File: src/rtl/multu_hilo.sv
// Sequential 32x32 unsigned shift-and-add multiplier with architectural HI/LO
// registers, a busy/done handshake and an MFHI/MFLO read port.
module multu_hilo #(
    parameter logic [5:0] MULTU_CODE = 6'd25,
    parameter logic [5:0] MFHI_CODE  = 6'd16,
    parameter logic [5:0] MFLO_CODE  = 6'd18
) (
    input  logic        clk,
    input  logic        reset,
    input  logic [31:0] dataA,
    input  logic [31:0] dataB,
    input  logic [5:0]  Signal,
    output logic [31:0] dataOut,
    output logic        busy,
    output logic        done
);

    typedef enum logic [1:0] {
        IDLE = 2'd0,
        RUN  = 2'd1,
        DONE = 2'd2
    } state_t;

    state_t      state_reg;
    logic [31:0] mcand_reg;
    logic [63:0] prod_reg;
    logic [4:0]  cnt_reg;
    logic [31:0] hi_reg;
    logic [31:0] lo_reg;
    logic [32:0] sum_next;

    // The 33rd bit keeps the carry so the shift never loses the top of the partial product.
    assign sum_next = {1'b0, prod_reg[63:32]} + (prod_reg[0] ? {1'b0, mcand_reg} : 33'b0);

    always_ff @(posedge clk) begin
        if (!reset) begin
            state_reg <= IDLE;
            mcand_reg <= 32'b0;
            prod_reg  <= 64'b0;
            cnt_reg   <= 5'd0;
            hi_reg    <= 32'b0;
            lo_reg    <= 32'b0;
        end else begin
            case (state_reg)
                IDLE: begin
                    if (Signal == MULTU_CODE) begin
                        mcand_reg <= dataA;
                        prod_reg  <= {32'b0, dataB};
                        cnt_reg   <= 5'd0;
                        state_reg <= RUN;
                    end
                end
                RUN: begin
                    prod_reg <= {sum_next, prod_reg[31:1]};
                    cnt_reg  <= cnt_reg + 5'd1;
                    // Commit straight from the final shifted value, not from prod_reg.
                    if (cnt_reg == 5'd31) begin
                        hi_reg    <= sum_next[32:1];
                        lo_reg    <= {sum_next[0], prod_reg[31:1]};
                        state_reg <= DONE;
                    end
                end
                DONE: begin
                    state_reg <= IDLE;
                end
                default: begin
                    state_reg <= IDLE;
                end
            endcase
        end
    end

    always_comb begin
        dataOut = 32'h0;
        if (Signal == MFHI_CODE) begin
            dataOut = hi_reg;
        end else if (Signal == MFLO_CODE) begin
            dataOut = lo_reg;
        end
    end

    assign busy = (state_reg == RUN);
    assign done = (state_reg == DONE);

endmodule

File: config.mk
export PLATFORM = sky130hd
export DESIGN_NAME = multu_hilo
export DESIGN_NICKNAME = d
export VERILOG_FILES = /design/src/rtl/multu_hilo.sv
export SDC_FILE = /design/constraint.sdc
export NUM_CORES = 1
export LEC_CHECK = 0
export ABC_AREA = 0
export CAP_MARGIN = 25
export CORE_MARGIN = 2
export CORE_UTILIZATION = 51
export DETAILED_ROUTE_END_ITERATION = 10
export PLACE_DENSITY = 0.88
export SLEW_MARGIN = 25
export SYNTH_ARGS = -nofsm -noshare
export SYNTH_HDL_FRONTEND = slang
export SYNTH_SLANG_ARGS = --single-unit
export TNS_END_PERCENT = 20
File: constraint.sdc
create_clock -name clk -period 3.1 [get_ports clk]
set_clock_uncertainty 0.15 [all_clocks]
set_input_delay 0.62 -clock clk [delete_from_list [all_inputs] [get_ports clk]]
set_output_delay 0.62 -clock clk [all_outputs]
set_load 0.005 [all_outputs]
==> metrics.md, run 1 <==
| Metric | Value |
|---|---|
| Unrepaired setup endpoints after global routing | `true` |
| Vias in the first global route | `8,133` |
| Filler cell count | `1,460` |
| Initial Utilization | `51.5%` |
| Site row count | `48` |
| Sequential share of power | `47.1%` |
| R2R Setup Slk | `0.05 ns` |
| Slew @ Worst Pin | `0.625 ns` |
| Global-route wire length before repair | `39.4 mm` |
| Maxcap violations | `0` |
| Average wire per standard cell | `16.8 µm` |
| Kind of critical path | `input port to output pin` |
| Reg clk slew, reported paths | `0.07 ns` |
| Yosys cell types | `72` |
| Largest net degree at the start of global routing | `68` |
| Setup violators final | `6` |
| Via count | `8,654` |
| # nets final | `1,339` |
| # diodes | `0` |
| Switching portion of total power | `24.0%` |
| CTS Sinks | `167` |
| Clock Tree Root | `clkbuf_16` |
| Synth warn | `0` |
| Detailed-route DRC error count | `0` |
| Reg2reg end | `hi_reg[23]` |
| Die width | `135 µm` |
| TritonRoute pass-1 iters | `5` |
| Critical path cell sequence | `clkdlybuf4s50_1, nor2_1, nand2_1, or3_4, buf_8, nor2_1, clkdlybuf4s50_1` |
| CTS HTree Levels | `4` |
| CP required | `2.33 ns` |
| DRT iter0 DRCs | `674` |
| Post-CTS Setup Bufs | `0` |
| Final Cycle Share | `101%` |
| Comb power frac | `4.8%` |
| Power density cells | `420 nW/µm²` |
| Port Buffers | `105` |
| Lkg Pwr | `4.34 nW` |
| Routed Antenna Nets | `0` |
| Final Hold Fails | `0` |
| Psw | `1.11 mW` |
| Post-layout min period | `3.15 ns` |
| Layout cell share with drive strength beyond 1 | `9.24%` |
| Synth area leaders | `dfxtp_1 (38%), nand2_1 (11%), a21oi_1 (6.9%), nor2_1 (5.0%), ha_1 (4.8%)` |
| Final GP Congestion | `0.955` |
| Final wirelength | `24.7 mm` |
| DIE HEIGHT | `135 µm` |
| Slowest Stage Delay on Critical Path | `0.51 ns` |
| Dpl ws | `-0.0505 ns` |
| Core Footprint | `17,100 µm²` |
| CP bufs+invs | `3` |
| Post-synth EDFFs | `0` |
| Ys async rst share | `0%` |
| Clock power share | `48.0%` |
| Initial antenna violation count | `0` |
| Post-synthesis area per instance | `7.67 µm²` |
| Syn Inst Count | `1,150` |
| Reg2reg start | `prod_reg[0]` |
| Rel. slew slack | `58.3%` |
| Ys flop type | `dfxtp_1` |
| Synth Net Count | `1,257` |
| Number of synthesized register bits | `167` |
| Yosys top cell area share | `37.9%` |
| Hold endpoint | `mcand_reg[6]` |
| Internal power | `3.50 mW` |
| Synth area leader | `dfxtp_1` |
| Critical path endpoint category | `output pin` |
| Post-synthesis sequential area ratio | `37.9%` |
| GRT Residual Overflow | `0` |
| Clk buf depth | `2` |
| GRT Total Usage | `26.8%` |
| Hold path startpoint | `mcand_reg[6]` |
| Num CTS Buffers | `17` |
| Cell depth of the worst hold path | `2` |
| Critical Path AT | `2.38 ns` |
| Violated checks | `negative setup slack` |
| Top Ports | `106` |
| Worst setup margin | `-0.0458 ns` |
| Worst-Skew Late Latency | `0.44 ns` |
| Maximum fanout along the worst path | `14` |
| Fmax | `0.318 GHz` |
| Post-DP HPWL | `17.0 mm` |
| TritonCTS clock tree | `yes` |
| CP max-delay cell | `clkdlybuf4s50_1` |
| CP Launch Type | `input port` |
| R2r worst-path depth | `11` |
| Largest register FFs | `64` |
| Synthesized cell area | `8820 µm²` |
| Max Slew Vio Count | `0` |
| Syn-to-layout area delta | `24.3%` |
| Worst ir drop on vdd | `444 µV` |
| Crit path max-delay family | `buffers and inverters` |
| Status | `complete, but fails checks` |
| WP depth | `7` |
| Hold WC Path Type | `flip-flop to flip-flop` |
| Hold slack | `0.299 ns` |
| Vias per cell | `5.89` |
| Total Die Area | `18,400 µm²` |
-- layer usage --
layer	track usage (%)	vias up	part of all wire (%)
met1	32.3	4125	42
met2	46.9	292	50
met3	5.54	57	5.6
met4	10.5	0	2.7
met5	0	-	0
li1	-	4180	-
-- cell usage in the layout (no fill, tap or decap), types with 6 or more instances in the layout --
cell             instances
xnor2_1                  8
o21bai_1                 6
nand4_1                 12
a21oi_1                115
clkbuf_16               17
or3_1                    8
buf_4                   27
dlymetal6s2s_1          15
dfxtp_1                166
ha_1                    32
a21o_1                   8
o21ai_0                 37
xor2_1                  10
a21oi_2                  6
mux2i_1                 37
clkdlybuf4s50_1         78
nor3_1                   6
o21ai_1                  6
a32o_1                   6
a311oi_1                32
o31ai_1                  6
nand2_1                268
inv_1                   21
buf_12                   7
o211ai_1                10
nor2_1                 117
dlygate4sd2_1           11
a22oi_1                 15
and2_1                  35
nand3_1                 19
-- Yosys cell counts, drive strengths merged, types with 6 or more instances --
cell / instances
a21o: 9
a21oi: 123
a22oi: 15
a311oi: 32
a32o: 6
and2: 39
buf: 11
clkbuf: 68
dfxtp: 167
ha: 34
inv: 21
mux2i: 37
nand2: 270
nand3: 20
nand4: 12
nor2: 118
nor3: 9
o2111ai: 6
o211ai: 11
o21a: 6
o21ai: 44
o21bai: 6
o31ai: 7
or3: 9
xnor2: 8
xor2: 10
-- cell type report --
cell class | count | area, µm² | share of cell area, %
Sequential cell | 167 | 3340 | 30.5
Clock buffer | 17 | 425 | 3.88
Tap cell | 225 | 282 | 2.57
Inverter | 22 | 85.1 | 0.776
Clock inverter | 15 | 184 | 1.68
Timing Repair Buffer | 142 | 1450 | 13.2
Multi-Input combinational cell | 882 | 5190 | 47.4
-- worst reg2reg max path, delay by kind of cell, from the launching register on --
kind	cells	cell delay [ns]
buffers and inverters	1	0.06
DFF	1	0.37
AOI/OAI and AO/OA	4	0.70
and+or+nand+nor	4	1.12
adders and majority gates	2	0.56
-- repair_timing --
item | CTS | global route
gates resized for setup | 16 | 40
hold buffers | 0 | 0
setup endpoints to repair | 30 | 46
cloned | 1 | 0
-- worst max path at each step --
stage	to	from	slack, ns
2_1_floorplan	hi_reg[23]	prod_reg[0]	0.19
3_3_place_gp	dataOut[0]	Signal[5]	0.002
3_5_place_dp	dataOut[8]	Signal[5]	-0.05
5_1_grt	dataOut[20]	Signal[5]	-0.13
4_1_cts	dataOut[25]	Signal[5]	-0.03
6_report	dataOut[25]	Signal[5]	-0.05
-- stage by stage --
step / utilization (%) / instance area, µm² / TNS [ns] / total power, mW / std cells
after floorplan: - / 8820 / 0 / 2.31 / 1150
after global placement: 59.6 / 10200 / 0 / 2.43 / 1437
after detailed placement: 59.6 / 10200 / -0.594 / 2.44 / 1437
after CTS: 63.2 / 10800 / -0.215 / 4.61 / 1470
after global routing: 64.0 / 11000 / -0.727 / 4.73 / 1470
final: 64.0 / 11000 / -0.133 / 4.60 / 1470
-- power by group through the flow --
stage          registers [mW]  clock network, mW  logic (mW)
6_report                 2.17               2.21       0.222
5_1_grt                  2.17               2.32       0.240
4_1_cts                  2.17               2.22       0.221
3_5_place_dp             2.22                  0       0.219
3_3_place_gp             2.22                  0       0.216
2_1_floorplan            2.22                  0      0.0951
-- logic make-up after synthesis --
| group | after synthesis | synth area share [%] |
|---|---|---|
| AO/OA/AOI/OAI | 294 | 21.9 |
| XOR/XNOR | 18 | 1.79 |
| flip-flops | 167 | 37.9 |
| buffers and inverters | 101 | 4.53 |
| multiplexers | 37 | 4.20 |
| AND/OR/NAND/NOR | 498 | 24.6 |
| adder cells (fa/ha/maj) | 35 | 5.05 |
Power figures use the tool's default switching activity.
==> run 2: changes to the inputs <==
--- a/config.mk
+++ b/config.mk
@@ -7,10 +7,13 @@
 export LEC_CHECK = 0
 export ABC_AREA = 0
 export CAP_MARGIN = 25
+export CELL_PAD_IN_SITES_DETAIL_PLACEMENT = 1
+export CELL_PAD_IN_SITES_GLOBAL_PLACEMENT = 2
 export CORE_MARGIN = 2
-export CORE_UTILIZATION = 51
+export CORE_UTILIZATION = 30
 export DETAILED_ROUTE_END_ITERATION = 10
 export PLACE_DENSITY = 0.88
+export RECOVER_POWER = 50
 export SLEW_MARGIN = 25
 export SYNTH_ARGS = -nofsm -noshare
 export SYNTH_HDL_FRONTEND = slang
==> run 2 against run 1 <==
Effect of this change: cell count up 12%; clock power is essentially flat; clock-buffer cell count is 1 higher; non-clock buffer count increased by 21; the run still ends with negative setup slack left; utilization down 25 points; global-route usage is 7.5 points lower.
==> metrics.md, run 2 (synthesized netlist as in run 1, its figures left out) <==
| Metric | Value |
|---|---|
| GRT Residual Overflow | `0 (unchanged)` |
| Die width | `175 µm (+29%)` |
| Post-layout min period | `3.11 ns (-0.0396 ns)` |
| Worst ir drop on vdd | `350 µV (-21%)` |
| WL met3 | `979 µm (-29%)` |
| Fin area | `11,300 µm² (+3.1%)` |
| DRT iter0 DRCs | `442 (-34%)` |
| DR WL met2 | `14.7 mm (+19%)` |
| Lkg Pwr | `4.22 nW (-2.8%)` |
| Violated checks | `negative setup slack` |
| Initial antenna violation count | `0 (unchanged)` |
| Hold WC Path Type | `flip-flop to flip-flop` |
| Port Buffers | `105 (unchanged)` |
| Largest register FFs | `64 (unchanged)` |
| Final wirelength | `29.7 mm (+20%)` |
| Maximum fanout along the worst path | `14 (unchanged)` |
| Largest net degree at the start of global routing | `70 (+2.9%)` |
| Slew @ Worst Pin | `1.13 ns (+0.508 ns)` |
| Placed Area | `10,600 µm² (+3.6%)` |
| Maxcap violations | `0 (unchanged)` |
| # nets final | `1,360 (+1.6%)` |
| Critical path endpoint category | `output pin` |
| Status | `complete, but fails checks` |
| TritonCTS clock tree | `yes` |
| Power density cells | `407 nW/µm² (-3.1%)` |
| Site row count | `62 (+29%)` |
| Final GP Congestion | `0.847 (-11%)` |
| TritonRoute pass-1 iters | `5 (unchanged)` |
| CP Launch Type | `input port` |
| Reg clk slew, reported paths | `0.07 ns (about the same)` |
| Global-route wire length before repair | `47.4 mm (+20%)` |
| Total Die Area | `30,800 µm² (+68%)` |
| Vias in the first global route | `9,126 (+12%)` |
| Max Slew Vio Count | `0 (unchanged)` |
| Setup violators final | `2 (-4)` |
| Detailed-route DRC error count | `0 (unchanged)` |
| Routed Antenna Nets | `0 (unchanged)` |
| Top Ports | `106 (unchanged)` |
| Vias per cell | `5.20 (-12%)` |
| # diodes | `0 (unchanged)` |
| CTS Sinks | `167 (unchanged)` |
| Clk buf depth | `2 (unchanged)` |
| Critical path cell sequence | `clkdlybuf4s50_1, nor2_1, nand2_1, or3_4, buf_6, nor2_1, clkdlybuf4s50_1` |
| Commonest non-fill, non-tap cells in the layout | `nand2_1 (269), dfxtp_1 (166), nor2_1 (115), a21oi_1 (112), clkdlybuf4s50_1 (88)` |
| Average wire per standard cell | `18.0 µm (+7.1%)` |
| Fmax | `0.322 GHz (+1.3%)` |
| DIE HEIGHT | `175 µm (+29%)` |
| DRT met1 WL | `13.2 mm (+28%)` |
| Worst-Skew Late Latency | `0.43 ns (about the same)` |
| Layout cell share with drive strength beyond 1 | `11.3% (+2.1 points)` |
| Final Hold Fails | `0 (unchanged)` |
| CTS HTree Levels | `4 (unchanged)` |
| Num CTS Buffers | `17 (unchanged)` |
| Clock Tree Root | `clkbuf_16` |
| Rel. slew slack | `24.3% (-34 points)` |
| Unrepaired setup endpoints after global routing | `true` |
| Final Cycle Share | `100% (-1.3 points)` |
| Via count | `8,583 (-0.82%)` |
| Dpl ws | `-0.0477 ns (+0.00276 ns)` |
| Most common cell after layout, fill and taps aside | `nand2_1` |
| Kind of critical path | `input port to output pin` |
| Multi-input gate area | `5220 µm² (+0.48%)` |
| Filler cell count | `3,534 (+140%)` |
| Slowest Stage Delay on Critical Path | `0.50 ns (about the same)` |
| CP max-delay cell | `clkdlybuf4s50_1` |
| Initial Utilization | `30.5% (-21 points)` |
| Area occupied by registers | `3350 µm² (about the same)` |
| Core Footprint | `28,900 µm² (+69%)` |
| Critical Path AT | `2.34 ns (-0.04 ns)` |
| Syn-to-layout area delta | `28.2%` |
| Setup TNS | `-0.00634 ns (+0.126 ns)` |
| Post-DP HPWL | `20.9 mm (+23%)` |
| Max layer used | `met4` |
| CP required | `2.33 ns (about the same)` |
| GRT Total Usage | `19.3% (-7.5 points)` |
| CTS hold repair buffers | `0 (unchanged)` |
| Worst setup margin | `-0.00621 ns (+0.0396 ns)` |
## run 2: cell types whose count changed in the layout (fill, tap and decap cells not counted), moves of 3 or more
cell / previous run / this run
a21oi_2: 6 / 9
a21oi_1: 115 / 112
dlymetal6s2s_1: 15 / 4
ha_1: 32 / 26
ha_2: 2 / 7
clkdlybuf4s50_1: 78 / 88
buf_4: 27 / 45
## run 2: power by group
group,switching (mW),internal [mW]
sequential,0.0121,2.16
combinational,0.111,0.121
clock,1.03,1.17
## run 2: through the flow
step	power [mW]	cells	hold WS (ns)	utilization, %
after global routing	4.76	1650	0.321	39.2
after global placement	2.45	1615	0.292	36.6
final	4.60	1650	0.303	39.2
after CTS	4.66	1647	0.306	38.7
after floorplan	2.31	1150	0.274	-
after detailed placement	2.45	1615	0.296	36.6
## run 2: area by class of cell
cell class                 instances  area share [%]
clock inverter                    14            1.43
sequential                       167            29.6
multi-input combinational        882            46.1
tap                              384            4.25
timing repair buffer             163            13.9
inverter                          22           0.753
clock buffer                      18            3.89
## run 2: timing repair
action | 4_1_cts | 5_1_grt
pin swaps | 0 | 7
endpoints found under the setup margin | 34 | 43
buffers inserted | 0 | 2
gates cloned | 0 | 1
hold endpoints to repair | 0 | 0
gates resized for setup | 18 | 39
## run 2: metal layers
| metal | GRT usage (%) | vias up |
|---|---|---|
| met2 | 34.1 | 154 |
| met5 | 0 | - |
| met3 | 3.59 | 49 |
| li1 | - | 4209 |
| met4 | 6.61 | 0 |
| met1 | 23.5 | 4171 |
## run 2: worst paths after layout
path,endpoint,from,slack [ns],depth (start not counted)
max,dataOut[28],Signal[5],-0.006,7
min,mcand_reg[21],mcand_reg[21],0.30,2
max reg2reg,prod_reg[58],prod_reg[0],0.05,11
min reg2reg,mcand_reg[21],mcand_reg[21],0.30,2
## run 2: worst max-delay path, delay by kind of cell
kind / cells / cell delay, ns
buffers and inverters: 3 / 1.07
and+or+nand+nor: 4 / 0.64
